===== config.mk =====
export PLATFORM = sky130hd
export DESIGN_NAME = vga_timing_gen
export DESIGN_NICKNAME = d
export VERILOG_FILES = /design/src/rtl/vga_pkg.sv /design/src/rtl/clk_en_div.sv /design/src/rtl/vga_timing_gen.sv
export SDC_FILE = /design/constraint.sdc
export NUM_CORES = 1
export LEC_CHECK = 0
export BUFFER_PORTS_ARGS = -buffer_cell sky130_fd_sc_hd__buf_4
export CAP_MARGIN = 20
export CORE_MARGIN = 4
export CORE_UTILIZATION = 40
export CTS_CLUSTER_SIZE = 25
export DETAILED_ROUTE_END_ITERATION = 12
export HOLD_SLACK_MARGIN = 0.15
export SETUP_SLACK_MARGIN = 0.02
export SLEW_MARGIN = 15
export SYNTH_ARGS = -nofsm -noshare
export SYNTH_HDL_FRONTEND = slang
export SYNTH_SLANG_ARGS = --single-unit

===== constraint.sdc =====
create_clock -name clk_in -period 6 [get_ports clk_in]
set_clock_uncertainty 0.15 [all_clocks]
set_input_delay 0.6 -clock clk_in [delete_from_list [all_inputs] [get_ports clk_in]]
set_output_delay 0.6 -clock clk_in [all_outputs]
set_load 0.01 [all_outputs]

===== src/rtl/vga_pkg.sv =====
// Shared VGA timing defaults (640x480@60), FSM state type and width/total helpers.
package vga_pkg;

    localparam int unsigned VGA_H_ACTIVE    = 640;
    localparam int unsigned VGA_H_FP        = 16;
    localparam int unsigned VGA_H_SYNC      = 96;
    localparam int unsigned VGA_H_BP        = 48;
    localparam int unsigned VGA_V_ACTIVE    = 480;
    localparam int unsigned VGA_V_FP        = 10;
    localparam int unsigned VGA_V_SYNC      = 2;
    localparam int unsigned VGA_V_BP        = 33;
    localparam int unsigned VGA_PIX_DIV     = 2;
    localparam int unsigned VGA_TICK_FRAMES = 1;

    typedef enum logic {
        ST_IDLE,
        ST_RUN
    } vga_state_t;

    // Bits needed to hold 0..value-1; never narrower than one bit.
    function automatic int unsigned vga_clog2(input int unsigned value);
        int unsigned w;
        w = 0;
        for (int unsigned i = 0; i < 31; i++) begin
            if ((32'd1 << i) < value) w = i + 1;
        end
        return (w == 0) ? 1 : w;
    endfunction

    function automatic int unsigned vga_total(input int unsigned active,
                                              input int unsigned fp,
                                              input int unsigned sync,
                                              input int unsigned bp);
        return active + fp + sync + bp;
    endfunction

endpackage


===== src/rtl/clk_en_div.sv =====
// Pixel clock-enable divider: one-cycle pix_ce every PIX_DIV clk_in cycles while en is high.
module clk_en_div
    import vga_pkg::*;
#(
    parameter int unsigned PIX_DIV = VGA_PIX_DIV
) (
    input  logic clk_in,
    input  logic reset,
    input  logic en,
    output logic pix_ce
);

    localparam int unsigned   DW       = vga_clog2(PIX_DIV);
    localparam logic [DW-1:0] DIV_LAST = DW'(PIX_DIV - 1);

    logic [DW-1:0] div_q, div_d;
    logic          ce_q, ce_d;

    always_comb begin
        div_d = '0;
        ce_d  = 1'b0;
        if (en) begin
            ce_d  = (div_q == DIV_LAST);
            div_d = ce_d ? '0 : div_q + DW'(1);
        end
    end

    always_ff @(posedge clk_in or negedge reset) begin
        if (!reset) begin
            div_q <= '0;
            ce_q  <= 1'b0;
        end else begin
            div_q <= div_d;
            ce_q  <= ce_d;
        end
    end

    assign pix_ce = ce_q;

endmodule


===== src/rtl/vga_timing_gen.sv =====
// VGA raster timing: pixel/line counters, registered syncs and display enable,
// frame-start pulse and a frame-synchronous game tick every TICK_FRAMES frames.
module vga_timing_gen
    import vga_pkg::*;
#(
    parameter int unsigned H_ACTIVE    = VGA_H_ACTIVE,
    parameter int unsigned H_FP        = VGA_H_FP,
    parameter int unsigned H_SYNC      = VGA_H_SYNC,
    parameter int unsigned H_BP        = VGA_H_BP,
    parameter int unsigned V_ACTIVE    = VGA_V_ACTIVE,
    parameter int unsigned V_FP        = VGA_V_FP,
    parameter int unsigned V_SYNC      = VGA_V_SYNC,
    parameter int unsigned V_BP        = VGA_V_BP,
    parameter int unsigned PIX_DIV     = VGA_PIX_DIV,
    parameter bit          HS_POL      = 1'b0,
    parameter bit          VS_POL      = 1'b0,
    parameter int unsigned TICK_FRAMES = VGA_TICK_FRAMES,
    localparam int unsigned H_TOTAL    = vga_total(H_ACTIVE, H_FP, H_SYNC, H_BP),
    localparam int unsigned V_TOTAL    = vga_total(V_ACTIVE, V_FP, V_SYNC, V_BP),
    localparam int unsigned HW         = vga_clog2(H_TOTAL),
    localparam int unsigned VW         = vga_clog2(V_TOTAL)
) (
    input  logic          clk_in,
    input  logic          reset,
    input  logic          en,
    output logic          pix_ce,
    output logic          hs,
    output logic          vs,
    output logic          de,
    output logic [HW-1:0] hcount,
    output logic [VW-1:0] vcount,
    output logic          frame_start,
    output logic          game_tick
);

    localparam int unsigned   FW       = vga_clog2(TICK_FRAMES);
    localparam logic [HW-1:0] H_LAST   = HW'(H_TOTAL - 1);
    localparam logic [VW-1:0] V_LAST   = VW'(V_TOTAL - 1);
    localparam logic [VW-1:0] V_BLANK  = VW'(V_ACTIVE);
    localparam logic [FW-1:0] F_LAST   = FW'(TICK_FRAMES - 1);
    localparam int unsigned   HS_START = H_ACTIVE + H_FP;
    localparam int unsigned   HS_END   = HS_START + H_SYNC;
    localparam int unsigned   VS_START = V_ACTIVE + V_FP;
    localparam int unsigned   VS_END   = VS_START + V_SYNC;

    vga_state_t    state_q, state_d;
    logic [HW-1:0] hcount_q, hcount_d;
    logic [VW-1:0] vcount_q, vcount_d;
    logic [FW-1:0] fcnt_q, fcnt_d;
    logic          de_q, de_d;
    logic          hs_q, hs_d;
    logic          vs_q, vs_d;
    logic          fs_q, fs_d;
    logic          gt_q, gt_d;

    clk_en_div #(
        .PIX_DIV (PIX_DIV)
    ) u_div (
        .clk_in (clk_in),
        .reset  (reset),
        .en     (en),
        .pix_ce (pix_ce)
    );

    // Sync/enable outputs are decoded from the next counter values so that,
    // once registered, they line up with hcount/vcount in the same cycle.
    always_comb begin
        state_d  = en ? ST_RUN : ST_IDLE;
        hcount_d = '0;
        vcount_d = '0;
        fcnt_d   = '0;
        de_d     = 1'b0;
        hs_d     = ~HS_POL;
        vs_d     = ~VS_POL;
        fs_d     = 1'b0;
        gt_d     = 1'b0;
        if (en) begin
            hcount_d = hcount_q;
            vcount_d = vcount_q;
            fcnt_d   = fcnt_q;
            if (pix_ce) begin
                if (hcount_q == H_LAST) begin
                    hcount_d = '0;
                    vcount_d = (vcount_q == V_LAST) ? '0 : vcount_q + VW'(1);
                end else begin
                    hcount_d = hcount_q + HW'(1);
                end
            end
            de_d = (32'(hcount_d) < H_ACTIVE) && (32'(vcount_d) < V_ACTIVE);
            hs_d = ((32'(hcount_d) >= HS_START) && (32'(hcount_d) < HS_END)) ? HS_POL : ~HS_POL;
            vs_d = ((32'(vcount_d) >= VS_START) && (32'(vcount_d) < VS_END)) ? VS_POL : ~VS_POL;
            // Origin is flagged on the first running cycle and on every true wrap.
            fs_d = (hcount_d == '0) && (vcount_d == '0) &&
                   ((state_q == ST_IDLE) || (hcount_q != '0) || (vcount_q != '0));
            if ((vcount_d == V_BLANK) && (vcount_q != V_BLANK)) begin
                if (fcnt_q == F_LAST) begin
                    fcnt_d = '0;
                    gt_d   = 1'b1;
                end else begin
                    fcnt_d = fcnt_q + FW'(1);
                end
            end
        end
    end

    always_ff @(posedge clk_in or negedge reset) begin
        if (!reset) begin
            state_q  <= ST_IDLE;
            hcount_q <= '0;
            vcount_q <= '0;
            fcnt_q   <= '0;
            de_q     <= 1'b0;
            hs_q     <= ~HS_POL;
            vs_q     <= ~VS_POL;
            fs_q     <= 1'b0;
            gt_q     <= 1'b0;
        end else begin
            state_q  <= state_d;
            hcount_q <= hcount_d;
            vcount_q <= vcount_d;
            fcnt_q   <= fcnt_d;
            de_q     <= de_d;
            hs_q     <= hs_d;
            vs_q     <= vs_d;
            fs_q     <= fs_d;
            gt_q     <= gt_d;
        end
    end

    assign hcount      = hcount_q;
    assign vcount      = vcount_q;
    assign de          = de_q;
    assign hs          = hs_q;
    assign vs          = vs_q;
    assign frame_start = fs_q;
    assign game_tick   = gt_q;

endmodule

Yosys cells after proc, flatten, opt, wreduce, memory -nomap -nowiden
Index checks and enable logic that the tools add are counted.
{ "totals": {"register_bits": 29, "inputBits": 3, "out_inout_bits": 26, "word_cells": 64} }
{ "classes": {"add_sub_neg": 4, "magnitude_cmp": 6, "eq_ne": 5, "mux": 25, "n_bitwise": 1, "reduce_logical": 12} }
{ "op_table": {"columns": ["cell", "count"], "rows": [
  ["two-way mux 10 bit", 9],
  ["adder 10 x 1 -> 10 bit, second input constant", 2],
  ["== test 10 bit, second input constant", 2],
  ["logical NOT 10 bit", 2],
  ["less-than comparator 10 bit, second input constant", 2],
  ["less-than comparator 10 x 9 -> 1 bit, second input constant", 2],
  ["nonzero test 10 bit", 2],
  ["two-way mux 1 bit", 16],
  ["== test 10 x 9 -> 1 bit, second input constant", 1],
  ["greater-or-equal comparator 10 bit, second input constant", 1],
  ["greater-or-equal comparator 10 x 9 -> 1 bit, second input constant", 1],
  ["inequality test 10 x 9 -> 1 bit, second input constant", 1],
  ["logical AND 1 bit", 6],
  ["adder 1 bit, second input constant", 2],
  ["logical OR 1 bit", 2],
  ["inequality test 2 x 1 -> 1 bit, second input constant", 1],
  ["NOT 1 bit", 1]
]} }

Depth between registers and ports, before layout
{ "depth": {"ltp_word": 9, "mapped_depth": 9, "depth_no_buf": 8} }

By module
From an unflattened synthesis, not the netlist that was laid out.
{ "unflattened": {"hier_cells": 177, "hier_area_um2": 1689.1} }
{ "modules_own_cells": {"columns": ["mod", "n_inst", "cells_each", "area_each_um2", "seq_area_each_um2"], "rows": [
  ["vga_timing_gen", 1, 173, 1622.8, 653.1],
  ["clk_en_div", 1, 4, 66.3, 50.0]
]} }

Worst setup path after synthesis
OpenSTA, ideal clock, no wires.
{ "synth_path": {"path_type": "register -> register", "start": "register hcount_q[5] (netlist: hcount[5])", "end": "register vs_q (netlist: vs)", "setup_ns": 0.088, "t_arrival_ns": 2.367, "required_time_ns": 5.762, "slack_ns": 3.395, "path_stages_with_launch": 10, "path_buffers": 3, "period_less_slack_ns": 2.605, "path_cell_list": "dfrtp_1 > buf_6 > or3_4 > buf_6 > or3_1 > buf_2 > or2_4 > xnor2_2 > nand4_1 > or3_1"} }
{ "synth_via": {"elab_chain_len": 8, "elab_cells_between_ends": 9, "classes_between": "order compare (2); eq/ne (1); mux (5); reduce/logical (1)"} }
{ "synth_rtl": {"columns": ["element", "line_no", "rtl"], "rows": [
  ["from (decl)", "vga_timing_gen.sv:47", "logic [HW-1:0] hcount_q, hcount_d;"],
  ["from (signal assigned)", "vga_timing_gen.sv:119", "hcount_q <= hcount_d;"],
  ["== test 10 bit (*)", "vga_timing_gen.sv:82", "if (hcount_q == H_LAST) begin"],
  ["two-way mux 10 bit (*)", "vga_timing_gen.sv:82", null],
  ["two-way mux 10 bit (*)", "vga_timing_gen.sv:81", "if (pix_ce) begin"],
  ["two-way mux 10 bit (*)", "vga_timing_gen.sv:77", "if (en) begin"],
  ["greater-or-equal comparator 10 x 9 -> 1 bit / less-than comparator 10 x 9 -> 1 bit (equally long branches)", "vga_timing_gen.sv:91", "vs_d = ((32'(vcount_d) >= VS_START) && (32'(vcount_d) < VS_END)) ? VS_POL : ~VS_POL;"],
  ["logical AND 1 bit (*)", "vga_timing_gen.sv:91", null],
  ["two-way mux 1 bit (*)", "vga_timing_gen.sv:91", null],
  ["two-way mux 1 bit (*)", "vga_timing_gen.sv:77", null],
  ["via vs_d", "vga_timing_gen.sv:52", "logic vs_q, vs_d;"],
  ["to (signal assigned)", "vga_timing_gen.sv:114", "vs_q <= ~VS_POL;"],
  ["to (signal assigned)", "vga_timing_gen.sv:124", "vs_q <= vs_d;"],
  ["to (decl)", "vga_timing_gen.sv:52", null]
]} }
Mark *: on every way through the listed nets, which the timed path passes. The rest lies on a longest branch. The select of a mux whose other input is x is not followed.
A chain may end at the register's enable or synchronous reset.

Worst setup path in the final report
{ "layout_path": {"start": "register vcount_q[8] (netlist: vcount[8])", "end": "register fs_q (netlist: frame_start)"} }
{ "layout_via": {"elab_chain_len": 9, "elab_cells_between_ends": 12, "classes_between": "add/sub (1); eq/ne (1); mux (5); reduce/logical (5)"} }
{ "layout_rtl": {"columns": ["element", "line_no", "rtl"], "rows": [
  ["from (decl)", "vga_timing_gen.sv:48", "logic [VW-1:0] vcount_q, vcount_d;"],
  ["from (signal assigned)", "vga_timing_gen.sv:120", "vcount_q <= vcount_d;"],
  ["adder 10 x 1 -> 10 bit / == test 10 bit (equally long branches)", "vga_timing_gen.sv:84", "vcount_d = (vcount_q == V_LAST) ? '0 : vcount_q + VW'(1);"],
  ["two-way mux 10 bit", "vga_timing_gen.sv:84", null],
  ["two-way mux 10 bit", "vga_timing_gen.sv:82", null],
  ["two-way mux 10 bit", "vga_timing_gen.sv:81", null],
  ["two-way mux 10 bit", "vga_timing_gen.sv:77", null],
  ["logical NOT 10 bit", "vga_timing_gen.sv:93", "fs_d = (hcount_d == '0) && (vcount_d == '0) &&"],
  ["logical AND 1 bit", "vga_timing_gen.sv:93", null],
  ["logical AND 1 bit (*)", "vga_timing_gen.sv:93", null],
  ["two-way mux 1 bit (*)", "vga_timing_gen.sv:77", null],
  ["via fs_d", "vga_timing_gen.sv:53", "logic fs_q, fs_d;"],
  ["to (signal assigned)", "vga_timing_gen.sv:125", "fs_q <= fs_d;"],
  ["to (decl)", "vga_timing_gen.sv:53", null]
]} }
Marks and branches as above.

==> results.py <==
metrics = {
    "run_status": {
        "status": "finished clean",
    },
    "setup_path": {
        "slowest_stage": "or4_4",
        "cp_slowest_stage_delay_ps": 610,
        "criticalPathCategory": "flop to flop",
        "ff2ff_path_depth": 6,
        "path_max_fanout": 9,
        "worstPathCellList": "or4_4, nor3_4, a21boi_1, o31ai_1, o211ai_1, nor4_1",
        "worst_ep_arrival_time_ps": 2700,
        "cp_top_family": "simple AND/OR/NAND/NOR gates",
        "cp_data_required_time_ps": 6030,
        "path_depth": 6,
        "startpoint_type": "flop",
        "cp-end-kind": "flop",
        "critical_path.n_buffers_inverters": 0,
    },
    "die": {
        "ios": 29,
        "die_h_um": 74.9,
        "fp.dieW_um": 74.9,
        "initial_core_util_pct": 41.1,
        "row_count": 24,
        "coreArea_mm2": 0.00435,
        "die_area_mm2": 0.00561,
    },
    "detailed_routing": {
        "wl_um": 4250,
        "num_vias": 1505,
        "viasPerCell": 5.47,
        "first_pass_iters": 4,
        "first_iter_violations": 111,
        "drc": 0,
        "drtAntennaViolNets": 0,
        "wl_per_cell_um": 15.5,
    },
    "synthesis": {
        "synthCells": 203,
        "synthFlopType": "dfrtp_1",
        "synth.avg_cell_area_um2": 8.83,
        "synthXorXnorAreaFrac_pct": 7.75,
        "synth_compound_area_share_pct": 11.6,
        "synthArstFlopShare_pct": 100,
        "synth_top_family_by_area": "simple AND/OR/NAND/NOR gates",
        "synth_adder_area_share_pct": 2.79,
        "ys_warn_count": 0,
        "synthesis.nets": 210,
        "synthMuxAreaShare_pct": 2.23,
        "synth_edf_count": 0,
        "ys_seq_area_share_pct": 39.2,
        "synthSimpleGateAreaFrac_pct": 30.9,
        "netlist_area_mm2": 0.00179,
        "ys_ff_latch": 28,
        "ys_types": 46,
    },
    "placement": {
        "place_hpwl_um": 3180,
        "port_buffers": 28,
        "gp_congestion": 0.835,
    },
    "sta": {
        "fin_tns_setup_ps": 0,
        "drv_slew": 0,
        "hold_viol_final": 0,
        "rsz0062_at_grt": "no",
        "max_freq_ghz": 0.374,
        "layout_min_cycle_time_ps": 2680,
        "maxSlewHeadroom_pct": 58.3,
        "post-route-period-util_pct": 44.6,
        "worstMarginPinSlew_ps": 621,
        "setup_violations": 0,
    },
    "clocking": {
        "root_buffer": "clkbuf_8",
        "cts.htree.levels": 1,
        "cts_tree": "yes",
        "cts.repair.resized": 0,
        "cts_max_path_buffers": 2,
        "clk_pin_slew_ps": 90,
        "clock_latency_ps": 270,
        "post_cts_buffers": 0,
        "clock-sinks": 28,
        "cts-buffers-inserted": 3,
    },
    "global_route": {
        "antenna_found_initial": 0,
        "track_usage_pct": 15.8,
        "grt_pass1_wl_um": 6870,
        "grt_overflow": 0,
        "grt_start_max_net_pins": 29,
        "grt_pass1_vias": 1366,
    },
    "layout": {
        "synthToLayoutAreaGrowth_pct": 14.7,
        "antenna_cells": 0,
        "fin_nets": 232,
        "drive_above_1_share_pct": 17.9,
        "fin_util_pct": 47.2,
    },
    "worst_hold_path": {
        "hold_class": "flop to flop",
        "whs_path_depth": 1,
    },
    "power_and_ir_drop": {
        "power_density_mw_per_mm2": 153,
        "max-vdd-ir-drop_mv": 0.0867,
        "power.leakage_nw": 0.883,
    },
    "run": {
        "drv_cap": 0,
    },
}
-- where the power goes --
part            total, W  switching, W  internal (W)  leakage [nW]
registers       0.000194    0.00000243      0.000191         0.376
logic          0.0000211     0.0000122    0.00000889         0.485
clock network   0.000100     0.0000554     0.0000450        0.0216
total           0.000315     0.0000700      0.000245         0.883
-- cells in the final DEF (no fill, tap or decap), types with 2 or more instances in the layout --
| master | synthesis | routed |
|---|---|---|
| clkbuf_8 | 0 | 3 |
| nor4_1 | 7 | 7 |
| buf_4 | 0 | 28 |
| inv_1 | 9 | 9 |
| o31ai_1 | 2 | 2 |
| a211oi_1 | 2 | 2 |
| xor2_1 | 4 | 4 |
| xnor2_1 | 10 | 10 |
| and3_1 | 5 | 5 |
| nand2_1 | 22 | 22 |
| o211ai_1 | 2 | 2 |
| and2_1 | 11 | 11 |
| dfrtp_1 | 26 | 26 |
| dfstp_2 | 2 | 2 |
| ha_1 | 4 | 4 |
| a21boi_1 | 3 | 3 |
| nor2b_1 | 7 | 7 |
| nor3_1 | 4 | 4 |
| a21oi_1 | 4 | 4 |
| nor2_1 | 18 | 18 |
| or3_1 | 5 | 5 |
| a31oi_1 | 3 | 3 |
| o21ai_0 | 6 | 6 |
| nand4_1 | 6 | 6 |
| nand3_1 | 6 | 6 |
| mux2i_1 | 4 | 4 |
-- logic make-up after synthesis --
group                    count (synthesis)
XOR/XNOR                                15
multiplexers                             4
AND/OR/NAND/NOR                        101
AO/OA/AOI/OAI                           30
buffers and inverters                   21
adder cells (fa/ha/maj)                  4
flip-flops                              28
-- final timing paths --
kind	start	end	slack (ps)
worst min register to register	u_div.div_q	u_div.div_q	280
worst max-delay path	vcount[8]	frame_start	3320
max in group asynchronous	reset	hs	4770
worst max register to register	vcount[8]	frame_start	3320
worst min-delay path	u_div.div_q	u_div.div_q	280
min in group asynchronous	reset	vcount[7]	630
-- routing by layer --
layer | up-vias | share of wire, % | GRT usage (%)
li1 | 757 | - | -
met4 | 0 | 0.99 | 3.75
met1 | 705 | 48 | 23.4
met2 | 39 | 46 | 24.7
met3 | 4 | 4.9 | 1.60
met5 | - | 0 | 0
-- synthesized netlist by cell type (all sizes together), types with 2 or more instances --
master	n	area [um^2]
nor2	18	67.6
dfrtp	26	651
and3	5	31.3
nand2	22	82.6
xor2	4	35.0
ha	4	50.1
o21ai	6	30.0
inv	9	33.8
nor3	6	46.3
clkbuf	7	26.3
o31ai	2	15.0
or4	2	18.8
nand3	6	30.0
nor4	7	43.8
and2	11	68.8
or3	6	42.5
o211ai	2	15.0
a21oi	4	20.0
a31oi	3	18.8
mux2i	4	40.0
dfstp	2	52.6
a21boi	4	30.0
xnor2	11	104
buf	5	37.5
nand4	6	37.5
a211oi	2	15.0
nor2b	7	43.8
-- layout make-up --
class / instances / area [um^2]
clock buffer: 3 / 41.3
fill: 418 / 2300
inverter: 9 / 33.8
multi-input combinational: 154 / 991
sequential: 28 / 703
tap: 52 / 65.1
timing repair buffer: 29 / 220
-- through the flow --
step                std cells  hold WS, ps  setup slack (ps)  instance area [um^2]  total power, W
floorplan                 203          154              3390                  1790        0.000208
global route              275          297              3120                  2050        0.000329
detailed placement        271          267              3350                  2000        0.000219
CTS                       275          280              3330                  2050        0.000320
global placement          271          261              3400                  2000        0.000219
finish                    275          280              3320                  2050        0.000315
-- state kept, by name (all words and copies together), names as in the netlist --
name and count:
hcount 10, vcount 10, de 1, frame_start 1
game_tick 1, hs 1, state_q 1, u_div.div_q 1
u_div.pix_ce 1, vs 1
-- repair_timing --
| item | CTS | global route |
|---|---|---|
| setup endpoints to repair | 0 | 0 |
| endpoints found under the hold margin | 26 | 0 |
| hold buffers | 1 | 0 |
Note: power is estimated with default switching activity, not from simulation.
